**config.mk**
```make
export PLATFORM = sky130hd
export DESIGN_NAME = flag_gen
export DESIGN_NICKNAME = d
export VERILOG_FILES = /design/src/rtl/flag_gen_pkg.sv /design/src/rtl/flag_gen_lane_add.sv /design/src/rtl/flag_gen.sv
export SDC_FILE = /design/constraint.sdc
export NUM_CORES = 1
export LEC_CHECK = 0
export CORE_MARGIN = 3
export CORE_UTILIZATION = 35
export DETAILED_ROUTE_END_ITERATION = 16
export HOLD_SLACK_MARGIN = 0.15
export MAX_ROUTING_LAYER = met4
export SETUP_SLACK_MARGIN = 0.05
export SYNTH_ARGS = -nofsm -noshare
export SYNTH_HDL_FRONTEND = slang
export SYNTH_SLANG_ARGS = --single-unit
```
**constraint.sdc**
```tcl
create_clock -name clk -period 0.9 [get_ports clk]
set_input_delay 0.135 -clock clk [delete_from_list [all_inputs] [get_ports clk]]
set_output_delay 0.135 -clock clk [all_outputs]
set_load 0.005 [all_outputs]
```
**src/rtl/flag_gen_pkg.sv**
```systemverilog
// rtl/flag_gen_pkg.sv - op codes, trap states and status-register flag indices for flag_gen
package flag_gen_pkg;

    typedef enum logic [2:0] {
        OP_ADD    = 3'd0,
        OP_SUB    = 3'd1,
        OP_AND    = 3'd2,
        OP_OR     = 3'd3,
        OP_XOR    = 3'd4,
        OP_PASSB  = 3'd5,
        OP_DIVCHK = 3'd6,
        OP_RSVD   = 3'd7
    } op_e;

    typedef enum logic [1:0] {
        TRAP_IDLE = 2'd0,
        TRAP_REQ  = 2'd1,
        TRAP_SERV = 2'd2
    } trap_state_e;

    localparam int FLAG_ZF   = 0;
    localparam int FLAG_SF   = 1;
    localparam int FLAG_OF   = 2;
    localparam int FLAG_UF   = 3;
    localparam int FLAG_CFFW = 4;
    localparam int FLAG_CFHL = 5;
    localparam int FLAG_CFHH = 6;
    localparam int FLAG_DF   = 7;
    localparam int FLAG_HWF  = 8;
    localparam int FLAG_SRF  = 9;
    localparam int FLAG_MVF  = 10;
    localparam int FLAG_MCF  = 11;
    localparam int FLAG_TF   = 12;
    localparam int NUM_FLAGS = 13;

    function automatic logic is_arith_op(input op_e o);
        return (o == OP_ADD) || (o == OP_SUB);
    endfunction

endpackage

```
**src/rtl/flag_gen_lane_add.sv**
```systemverilog
// rtl/flag_gen_lane_add.sv - H-bit adder lane with carry in/out and signed-overflow outputs
module flag_gen_lane_add #(
    parameter int H = 16
) (
    input  logic [H-1:0] a,
    input  logic [H-1:0] b,
    input  logic         cin,
    output logic [H-1:0] sum,
    output logic         cout,
    output logic         ovf_pos,
    output logic         ovf_neg
);

    assign {cout, sum} = {1'b0, a} + {1'b0, b} + {{H{1'b0}}, cin};

    // b is already inverted for subtraction, so overflow is judged on the effective operands
    assign ovf_pos = ~a[H-1] & ~b[H-1] &  sum[H-1];
    assign ovf_neg =  a[H-1] &  b[H-1] & ~sum[H-1];

endmodule

```
**src/rtl/flag_gen.sv**
```systemverilog
// rtl/flag_gen.sv - ALU flag generation with sticky exceptions; trap FSM built when FLAG_GEN_TRAP_EN is defined
module flag_gen
    import flag_gen_pkg::*;
#(
    parameter int W = 32
) (
    input  logic         clk,
    input  logic         rst_n,
    input  logic         in_valid,
    output logic         in_ready,
    input  logic [2:0]   op,
    input  logic         hw,
    input  logic [W-1:0] a,
    input  logic [W-1:0] b,
    input  logic [4:0]   rs_idx,
    input  logic [4:0]   rd_idx,
    input  logic         mem_viol,
    input  logic         mem_corr,
    input  logic         clr_sticky,
    input  logic         trap_en,
    input  logic         trap_ack,
    input  logic         trap_done,
    output logic         trap_req,
    output logic [W-1:0] res,
    output logic         res_valid,
    output logic         zf,
    output logic         sf,
    output logic         of,
    output logic         uf,
    output logic         cffw,
    output logic         cfhl,
    output logic         cfhh,
    output logic         df,
    output logic         hwf,
    output logic         srf,
    output logic         mvf,
    output logic         mcf,
    output logic         tf
);

    localparam int H = W / 2;

    op_e            op_c;
    logic           is_sub;
    logic           is_arith;
    logic           is_div;
    logic [W-1:0]   b_eff;
    logic [H-1:0]   sum_lo;
    logic [H-1:0]   sum_hi;
    logic           cout_lo;
    logic           cout_hi;
    logic           cin_hi;
    logic           ovf_pos_hi;
    logic           ovf_neg_hi;
    logic           lo_ovf_pos_unused;
    logic           lo_ovf_neg_unused;
    logic [W-1:0]   res_d;
    logic           b_zero;
    logic           accept;
    logic           df_set;
    logic [FLAG_TF-1:0] flags_q;
    logic [FLAG_TF-1:0] flags_d;
    logic [W-1:0]   res_q;
    logic           res_valid_q;
    logic           trap_busy;
    logic [NUM_FLAGS-1:0] flags_out;

    assign op_c     = op_e'(op);
    assign is_sub   = (op_c == OP_SUB);
    assign is_arith = is_arith_op(op_c);
    assign is_div   = (op_c == OP_DIVCHK);
    assign b_eff    = is_sub ? ~b : b;

    // In half-word mode the high lane restarts with its own carry-in
    assign cin_hi = hw ? is_sub : cout_lo;

    flag_gen_lane_add #(.H(H)) u_lane_lo (
        .a       (a[H-1:0]),
        .b       (b_eff[H-1:0]),
        .cin     (is_sub),
        .sum     (sum_lo),
        .cout    (cout_lo),
        .ovf_pos (lo_ovf_pos_unused),
        .ovf_neg (lo_ovf_neg_unused)
    );

    flag_gen_lane_add #(.H(H)) u_lane_hi (
        .a       (a[W-1:H]),
        .b       (b_eff[W-1:H]),
        .cin     (cin_hi),
        .sum     (sum_hi),
        .cout    (cout_hi),
        .ovf_pos (ovf_pos_hi),
        .ovf_neg (ovf_neg_hi)
    );

    always_comb begin
        res_d = b;
        case (op_c)
            OP_ADD, OP_SUB: res_d = {sum_hi, sum_lo};
            OP_AND:         res_d = a & b;
            OP_OR:          res_d = a | b;
            OP_XOR:         res_d = a ^ b;
            OP_DIVCHK:      res_d = a;
            default:        res_d = b;
        endcase
    end

    assign b_zero = hw ? ((b[H-1:0] == '0) || (b[W-1:H] == '0)) : (b == '0);
    assign accept = in_valid & in_ready;
    assign df_set = accept & is_div & b_zero;

    always_comb begin
        flags_d = flags_q;
        if (accept) begin
            flags_d[FLAG_ZF]   = (res_d == '0);
            flags_d[FLAG_SF]   = res_d[W-1];
            flags_d[FLAG_OF]   = is_arith & ovf_pos_hi;
            flags_d[FLAG_UF]   = is_arith & ovf_neg_hi;
            flags_d[FLAG_CFFW] = is_arith & ~hw & cout_hi;
            flags_d[FLAG_CFHL] = is_arith & cout_lo;
            flags_d[FLAG_CFHH] = is_arith & cout_hi;
            flags_d[FLAG_HWF]  = hw;
            flags_d[FLAG_SRF]  = (rs_idx == rd_idx);
        end
        // Sticky: a set in the same cycle as a clear wins
        flags_d[FLAG_DF]  = df_set   | (flags_q[FLAG_DF]  & ~clr_sticky);
        flags_d[FLAG_MVF] = mem_viol | (flags_q[FLAG_MVF] & ~clr_sticky);
        flags_d[FLAG_MCF] = mem_corr | (flags_q[FLAG_MCF] & ~clr_sticky);
    end

    always_ff @(posedge clk or negedge rst_n) begin
        if (!rst_n) begin
            flags_q     <= '0;
            res_q       <= '0;
            res_valid_q <= 1'b0;
        end else begin
            flags_q     <= flags_d;
            res_valid_q <= accept;
            if (accept) begin
                res_q <= res_d;
            end
        end
    end

`ifdef FLAG_GEN_TRAP_EN
    trap_state_e state_q;
    trap_state_e state_d;
    logic        exc_rise;

    assign exc_rise = (df_set   & ~flags_q[FLAG_DF])
                    | (mem_viol & ~flags_q[FLAG_MVF])
                    | (mem_corr & ~flags_q[FLAG_MCF]);

    always_ff @(posedge clk or negedge rst_n) begin
        if (!rst_n) begin
            state_q <= TRAP_IDLE;
        end else begin
            state_q <= state_d;
        end
    end

    always_comb begin
        state_d = state_q;
        case (state_q)
            TRAP_IDLE: if (trap_en && exc_rise) state_d = TRAP_REQ;
            TRAP_REQ:  if (trap_ack)            state_d = TRAP_SERV;
            TRAP_SERV: if (trap_done)           state_d = TRAP_IDLE;
            default:                            state_d = TRAP_IDLE;
        endcase
    end

    assign trap_req  = (state_q == TRAP_REQ);
    assign trap_busy = (state_q != TRAP_IDLE);
    assign in_ready  = (state_q == TRAP_IDLE);
`else
    logic unused_trap_inputs;

    assign unused_trap_inputs = trap_en ^ trap_ack ^ trap_done;
    assign trap_req  = 1'b0;
    assign trap_busy = 1'b0;
    assign in_ready  = 1'b1;
`endif

    assign flags_out = {trap_busy, flags_q};

    assign res       = res_q;
    assign res_valid = res_valid_q;
    assign zf   = flags_out[FLAG_ZF];
    assign sf   = flags_out[FLAG_SF];
    assign of   = flags_out[FLAG_OF];
    assign uf   = flags_out[FLAG_UF];
    assign cffw = flags_out[FLAG_CFFW];
    assign cfhl = flags_out[FLAG_CFHL];
    assign cfhh = flags_out[FLAG_CFHH];
    assign df   = flags_out[FLAG_DF];
    assign hwf  = flags_out[FLAG_HWF];
    assign srf  = flags_out[FLAG_SRF];
    assign mvf  = flags_out[FLAG_MVF];
    assign mcf  = flags_out[FLAG_MCF];
    assign tf   = flags_out[FLAG_TF];

endmodule

```
Yosys cells after proc, flatten, opt, wreduce, memory -nomap -nowiden. Cells that the tools add are included.

Latch bits: 0. Bits of input ports: 87. Bits in read-only memories: 0. Word-level logic and storage cells: 53. Memories: 0. Memory bits (writable): 0. Bits in registers: 45. Output and inout port bits: 48.

Muxes and demuxes: 4. Div/mod/pow operators: 0. Shifts and indexed selects: 0. Add/subtract/negate cells: 4. Equality and inequality tests: 6. $mul: 0. Reductions and logical operators: 8. $lt $le $gt $ge: 0. Bitwise operators: 27.

Operators with widths (number): one-hot mux 32 bit (5 select lines) (1); zero test 32 bit (2); adder 16 x 16 -> 17 bit (2); adder 17 x 1 -> 17 bit (2); AND 32 bit (1); zero test 16 bit (2); two-way mux 32 bit (1); NOT 32 bit (1); bitwise OR 32 bit (1); bitwise XOR 32 bit (1); AND 1 bit (15); == test 3 x 2 -> 1 bit, second input constant (2); == test 3 bit, second input constant (2); == test 5 bit (1); NOT 1 bit (5); == test 3 x 1 -> 1 bit, second input constant (1); zero test 3 bit (1); bitwise OR 1 bit (3); logical OR 1 bit (2); two-way mux 1 bit (2); OR reduction 2 bit (1).

Longest topological paths before layout.
Depth in word-level cells: 9. Depth in mapped cells: 29. Mapped depth without buffers: 23.

By module. From an unflattened synthesis, not the netlist that was laid out.

Cells, all modules: 835. Area total of the unflattened synthesis: 6666.4 um2.

By module, submodules not included: flag_gen (cells each 599, times used 1, area an instance 4939.7 um2, sequential area each 1101.1 um2); flag_gen_lane_add (cells each 118, times used 2, area an instance 863.3 um2, sequential area each 0.0 um2).

Worst setup path after synthesis. Ideal clock, no wire load.

Path type: input to register. Start: input port op[1]. End: register flags_q[0]. Arrival time: 6.720 ns. Data required time: 0.836 ns. Stages: 27. Setup slack: -5.884 ns. Library setup time: 0.064 ns. Path buffers: 4. Path through: buf_2 > or2_2 > buf_6 > clkbuf_1 > nor2_1 > buf_1 > xnor2_1 > fa_1 > a21o_1 > a221o_1 > o22ai_1 > o21ai_0 > a21o_1 > a21o_1 > a21oi_1 > mux2i_1 > fa_1 > fa_1 > a211oi_1 > o21bai_1 > a21oi_1 > xor2_1 > a222oi_1 > or4_1 > or4_1 > nor4_1 > a21o_1.

Cells in the longest elaborated chain, start to end: 8. Elaborated cells on any way between the ends: 15. Those cells by class: 4 x add/sub; 5 x eq/ne; 3 x mux; 3 x reduce/logical.

Ends and longest elaborated chain: start, declared (RTL line flag_gen.sv:11) `input logic [2:0] op,`; == test 3 x 1 -> 1 bit (RTL line flag_gen.sv:69, flag_gen.sv:99); two-way mux 32 bit (RTL line flag_gen.sv:72) `assign b_eff = is_sub ? ~b : b;`; adder 16 x 16 -> 17 bit (RTL line flag_gen_lane_add.sv:14) `assign {cout, sum} = {1'b0, a} + {1'b0, b} + {{H{1'b0}}, cin};`; adder 17 x 1 -> 17 bit (RTL line flag_gen_lane_add.sv:14); two-way mux 1 bit (RTL line flag_gen.sv:75) `assign cin_hi = hw ? is_sub : cout_lo;`; adder 17 x 1 -> 17 bit (RTL line flag_gen_lane_add.sv:14); one-hot mux 32 bit (5 select lines) * (RTL line flag_gen.sv:99) `case (op_c)`; zero test 32 bit * (RTL line flag_gen.sv:116) `flags_d[FLAG_ZF] = (res_d == '0);`; end signal, assigned (RTL line flag_gen.sv:138) `flags_q <= flags_d;`; end, declared (RTL line flag_gen.sv:61) `logic [FLAG_TF-1:0] flags_q;`.

Mark *: on every way between the ends. The rest lies on a longest branch, timed or not. A chain may end at the register's enable or synchronous reset.

Worst setup path in the final report. Ends and elaborated chain as after synthesis.

==> impl_table.tex <==
\begin{tabular}{lr}
\hline
Metric & Value \\
\hline
\multicolumn{2}{l}{\textbf{Die}} \\
Vert. Die Dim & between 100 and 150 microns \\
Die Outline Area & between 15000 and 20000 sq um \\
Core Region & around 17000 sq um \\
Number of placed I/O pins & around 140 \\
Placement Rows & 48 \\
Die X & 140.2 microns \\
Starting utilization of the core area & about 36\% \\
\multicolumn{2}{l}{\textbf{Layout}} \\
Fraction of the core area covered by cells at the end of the flow & about 63\% \\
\# nets final & around 1.4k \\
Growth of design area from synthesis to finish & 75.35\% \\
Share of post-route cells with drive strength above 1 & between 40\% and 50\% \\
Antenna diode count & 0 \\
Count of placed standard cells in the final layout, fillers left out & about 1.5k \\
Summed area of non-filler cells in the final layout & 11050 sq um \\
\multicolumn{2}{l}{\textbf{Synthesis}} \\
Post-synthesis share of cell area spent on full adders, half adders and majority gates & between 15 and 20\% \\
Top FF cell, synth & sky130\_fd\_sc\_hd\_\_dfrtp\_1 \\
Post-synthesis sequential area ratio & between 10\% and 20\% \\
Post-Synth XOR/XNOR Area & under 10\% \\
Share of synthesized flip-flops with an asynchronous set or reset & 100.0\% \\
Synth Instances & 811 \\
Count of warnings emitted by yosys & 0 \\
Multiplexer area fraction after synthesis & 3.674\% \\
Distinct cell type count after synthesis & 73 \\
Main combinational cell family by area after synthesis & compound AO/OA/AOI/OAI gates \\
Seq cells post-synth & 44 \\
EDFF count, synth & 0 \\
Share of synthesized cell area in and, or, nand and nor gates & between 15 and 20\% \\
Post-Synthesis Cell Area & 6300 sq um \\
Average size of a mapped cell & $\sim$8 sq um \\
Area fraction in compound gates after synthesis & approximately 28\% \\
\multicolumn{2}{l}{\textbf{Drt}} \\
WL/cell & $\sim$19 microns \\
Remaining design rule violation count & 0 \\
Aggregate routed wire length & 27190 microns \\
Number of iterations in the first detailed-routing pass & 6 \\
Via count & between 7k and 8k \\
Antenna Violating Nets Remaining & 0 \\
Vias per std cell & 5.452 \\
DRC marker count from the first detailed-route iteration & about 560 \\
\multicolumn{2}{l}{\textbf{Worst setup path}} \\
Critical path peak fanout & 6 \\
Biggest cell delay along the critical path & around 0.51 ns \\
Worst setup endpoint & flags\_q[0] \\
Count of buffering cells on the critical path with inverters included & 4 \\
Startpoint Class & input pin \\
Worst r2r dst & res[10] \\
R2r worst-path depth & 4 \\
Data arrival time of the critical path & $\sim$5.7 ns \\
Source of the critical timing path & op[1] \\
Worst Setup End Kind & register \\
Flop2flop setup slack & $\sim$0.010 ns \\
Stages on worst setup path & 27 \\
Reg2reg start & res[10] \\
Critical path's top delay family & compound AO/OA/AOI/OAI gates \\
Cell with the largest stage delay on the worst path & sky130\_fd\_sc\_hd\_\_or4\_4 \\
Required time reported for the critical path endpoint & 1.14 ns \\
Most used cell along the critical path & sky130\_fd\_sc\_hd\_\_a21o\_1 \\
Classification of the worst setup path & input pin to register \\
\multicolumn{2}{l}{\textbf{Place}} \\
Post-Place Cell Area & between 9000 and 10000 sq um \\
GP Congestion & between 1 and 1.5 \\
Placed cell count & between 1k and 1.5k \\
Minimum setup slack after placement & -5.193 ns \\
Count of buffers inserted at the top-level ports & approximately 130 \\
Detailed-placement wirelength estimate & 20060 microns \\
\multicolumn{2}{l}{\textbf{STA}} \\
Max-Slew Margin vs Limit & 60.76\% \\
Min Hold Slack & between 0.2 and 0.25 ns \\
Clock skew & 0 ns \\
Clock period minus final worst setup slack & between 5 and 6 ns \\
Transition at the pin with the smallest max-transition slack & 0.5850 ns \\
Unrepaired setup endpoints after global routing & yes \\
Worst setup slack after layout & -4.592 ns \\
Crit share post-route & 610.2\% \\
Achievable frequency & around 0.18 GHz \\
Setup violators final & 83 \\
Hold violation total from the final report & 0 \\
Sum of negative setup slack & -104.47 ns \\
Total count of max-transition violations in the final report & 0 \\
\multicolumn{2}{l}{\textbf{Clock network}} \\
Inserted Clock Buffers & 5 \\
Total number of H-tree levels & 2 \\
Sinks on the clock net & 44 \\
Clock network latency to the later pin of the worst-skew pair & about 0.29 ns \\
Clock slew at the register clock pins of the worst setup and hold paths & around 0.070 ns \\
TritonCTS clock tree & done \\
Clock Path Buffers & 2 \\
Clock Tree Root & sky130\_fd\_sc\_hd\_\_clkbuf\_16 \\
\multicolumn{2}{l}{\textbf{Job}} \\
Max-Cap Viols & 0 \\
\multicolumn{2}{l}{\textbf{Pwr}} \\
Total power after layout & about 12 mW \\
Leakage power of the design & between 5 and 6 nW \\
Cell Pwr Density & roughly 1100 nW/um\^{}2 \\
Maximum vdd drop & approximately 840 uV \\
\multicolumn{2}{l}{\textbf{Global routing}} \\
Global route total overflow & 0 \\
Tot GR Track Use & a little over a quarter \\
Maximum number of pins on one net before global-route repair & between 60 and 70 \\
Vias in the first global route & 7913 \\
Antenna violations before repair & 0 \\
First-pass GRT wire length & between 40000 and 50000 microns \\
\multicolumn{2}{l}{\textbf{Min path}} \\
Min-Delay Path Class & input pin to asynchronous set/reset pin \\
\multicolumn{2}{l}{\textbf{Status}} \\
Violated checks & negative setup slack \\
Outcome & finished with violations \\
\hline
\end{tabular}
[metal layers]
| layer | wire length [microns] | GRT usage (%) | vias up | part of all wire [%] |
|---|---|---|---|---|
| met3 | 1590 | 3.414 | 84 | 5.8 |
| met5 | 0 | - | - | 0 |
| met4 | 1264 | 11.73 | 0 | 4.6 |
| met1 | 11080 | 32.98 | 3783 | 41 |
| li1 | - | - | 3759 | - |
| met2 | 13250 | 46.32 | 291 | 49 |
[cells in the final DEF (no fill, tap or decap), types with 16 or more instances in the layout]
master                              n
sky130_fd_sc_hd__buf_4            267
sky130_fd_sc_hd__ha_1              91
sky130_fd_sc_hd__inv_1             73
sky130_fd_sc_hd__nor2_1            63
sky130_fd_sc_hd__buf_6             55
sky130_fd_sc_hd__a21oi_1           52
sky130_fd_sc_hd__buf_2             51
sky130_fd_sc_hd__clkdlybuf4s50_1   44
sky130_fd_sc_hd__dfrtp_1           43
sky130_fd_sc_hd__nand2_1           40
sky130_fd_sc_hd__xnor2_1           34
sky130_fd_sc_hd__o21ai_0           28
sky130_fd_sc_hd__dlygate4sd2_1     23
sky130_fd_sc_hd__a21oi_2           22
sky130_fd_sc_hd__nand3_1           16
[cell families after synthesis]
family,Yosys count
buffers and inverters,128
XOR/XNOR,50
flip-flops,44
AND/OR/NAND/NOR,202
other,2
adder cells (fa/ha/maj),98
AO/OA/AOI/OAI,266
multiplexers,21
[cell type report]
class / instances / area (sq um)
clock buffer: 5 / 125.1
tap: 225 / 281.5
sequential: 44 / 1102
timing repair buffer: 454 / 3769
multi-input combinational: 640 / 5419
clock inverter: 3 / 46.29
fill: 1478 / 6430
inverter: 81 / 304.0
[report_power, final]
group / leakage [nW] / total, mW / internal [mW] / switching (mW)
Sequential: 0.524 / 2.37 / 2.23 / 0.143
Combinational: 4.69 / 7.44 / 3.93 / 3.51
Clock: 0.0804 / 2.16 / 1.32 / 0.841
Total: 5.29 / 12.0 / 7.48 / 4.49
[synth_stat cells, types with 5 or more instances]
library cell	instances	area, sq um
sky130_fd_sc_hd__ha_1	95	1189
sky130_fd_sc_hd__inv_1	79	296.5
sky130_fd_sc_hd__a21oi_1	78	390.4
sky130_fd_sc_hd__nor2_1	70	262.8
sky130_fd_sc_hd__o21ai_0	45	225.2
sky130_fd_sc_hd__dfrtp_1	44	1101
sky130_fd_sc_hd__nand2_1	42	157.7
sky130_fd_sc_hd__xnor2_1	41	359.1
sky130_fd_sc_hd__clkbuf_1	18	67.56
sky130_fd_sc_hd__a211oi_1	17	127.6
sky130_fd_sc_hd__nand3_1	17	85.08
sky130_fd_sc_hd__o22ai_1	17	106.4
sky130_fd_sc_hd__a21o_1	13	97.59
sky130_fd_sc_hd__mux2i_1	13	130.1
sky130_fd_sc_hd__a22oi_1	12	90.09
sky130_fd_sc_hd__buf_2	12	60.06
sky130_fd_sc_hd__nand2b_1	12	75.07
sky130_fd_sc_hd__nor3_1	9	45.04
sky130_fd_sc_hd__nor4_1	9	56.30
sky130_fd_sc_hd__o211ai_1	9	67.56
sky130_fd_sc_hd__xor2_1	9	78.83
sky130_fd_sc_hd__buf_1	8	30.03
sky130_fd_sc_hd__nor2b_1	7	43.79
sky130_fd_sc_hd__o221ai_1	7	61.31
sky130_fd_sc_hd__o2bb2ai_1	7	61.31
sky130_fd_sc_hd__mux2_2	6	67.56
sky130_fd_sc_hd__nand4_1	6	37.54
sky130_fd_sc_hd__o21bai_1	6	45.04
sky130_fd_sc_hd__a2bb2oi_1	5	43.79
sky130_fd_sc_hd__and3_1	5	31.28
sky130_fd_sc_hd__buf_4	5	37.54
sky130_fd_sc_hd__o21a_1	5	37.54
sky130_fd_sc_hd__or2_2	5	31.28
[worst register-to-register path, stage by stage (launching register included)]
cell and delay (ns):
sky130_fd_sc_hd__dfrtp_1 0.37, sky130_fd_sc_hd__buf_4 0.13, sky130_fd_sc_hd__buf_4 0.12, sky130_fd_sc_hd__nor2_1 0.11
sky130_fd_sc_hd__a21oi_2 0.04
[worst min-delay path by stage]
stage / from / to / depth (start not counted)
floorplan: rst_n / flags_q[0] / 0
global placement: rst_n / res[10] / 1
detailed placement: rst_n / res[1] / 1
CTS: rst_n / res_valid / 2
global route: rst_n / res[10] / 2
finish: rst_n / res_valid / 2
[timing repair]
action	CTS	global route
endpoints found under the hold margin	44	0
setup buffers	56	33
pin swaps	61	53
hold buffers	1	0
gates cloned	2	0
resized for setup	391	71
endpoints found under the setup margin	86	85
[registers in the layout, summed over array words and instances, names as in the netlist]
signal,cells
res,31
res_valid,1
flags_q,12
No activity file was read; power rests on OpenSTA's default activity.
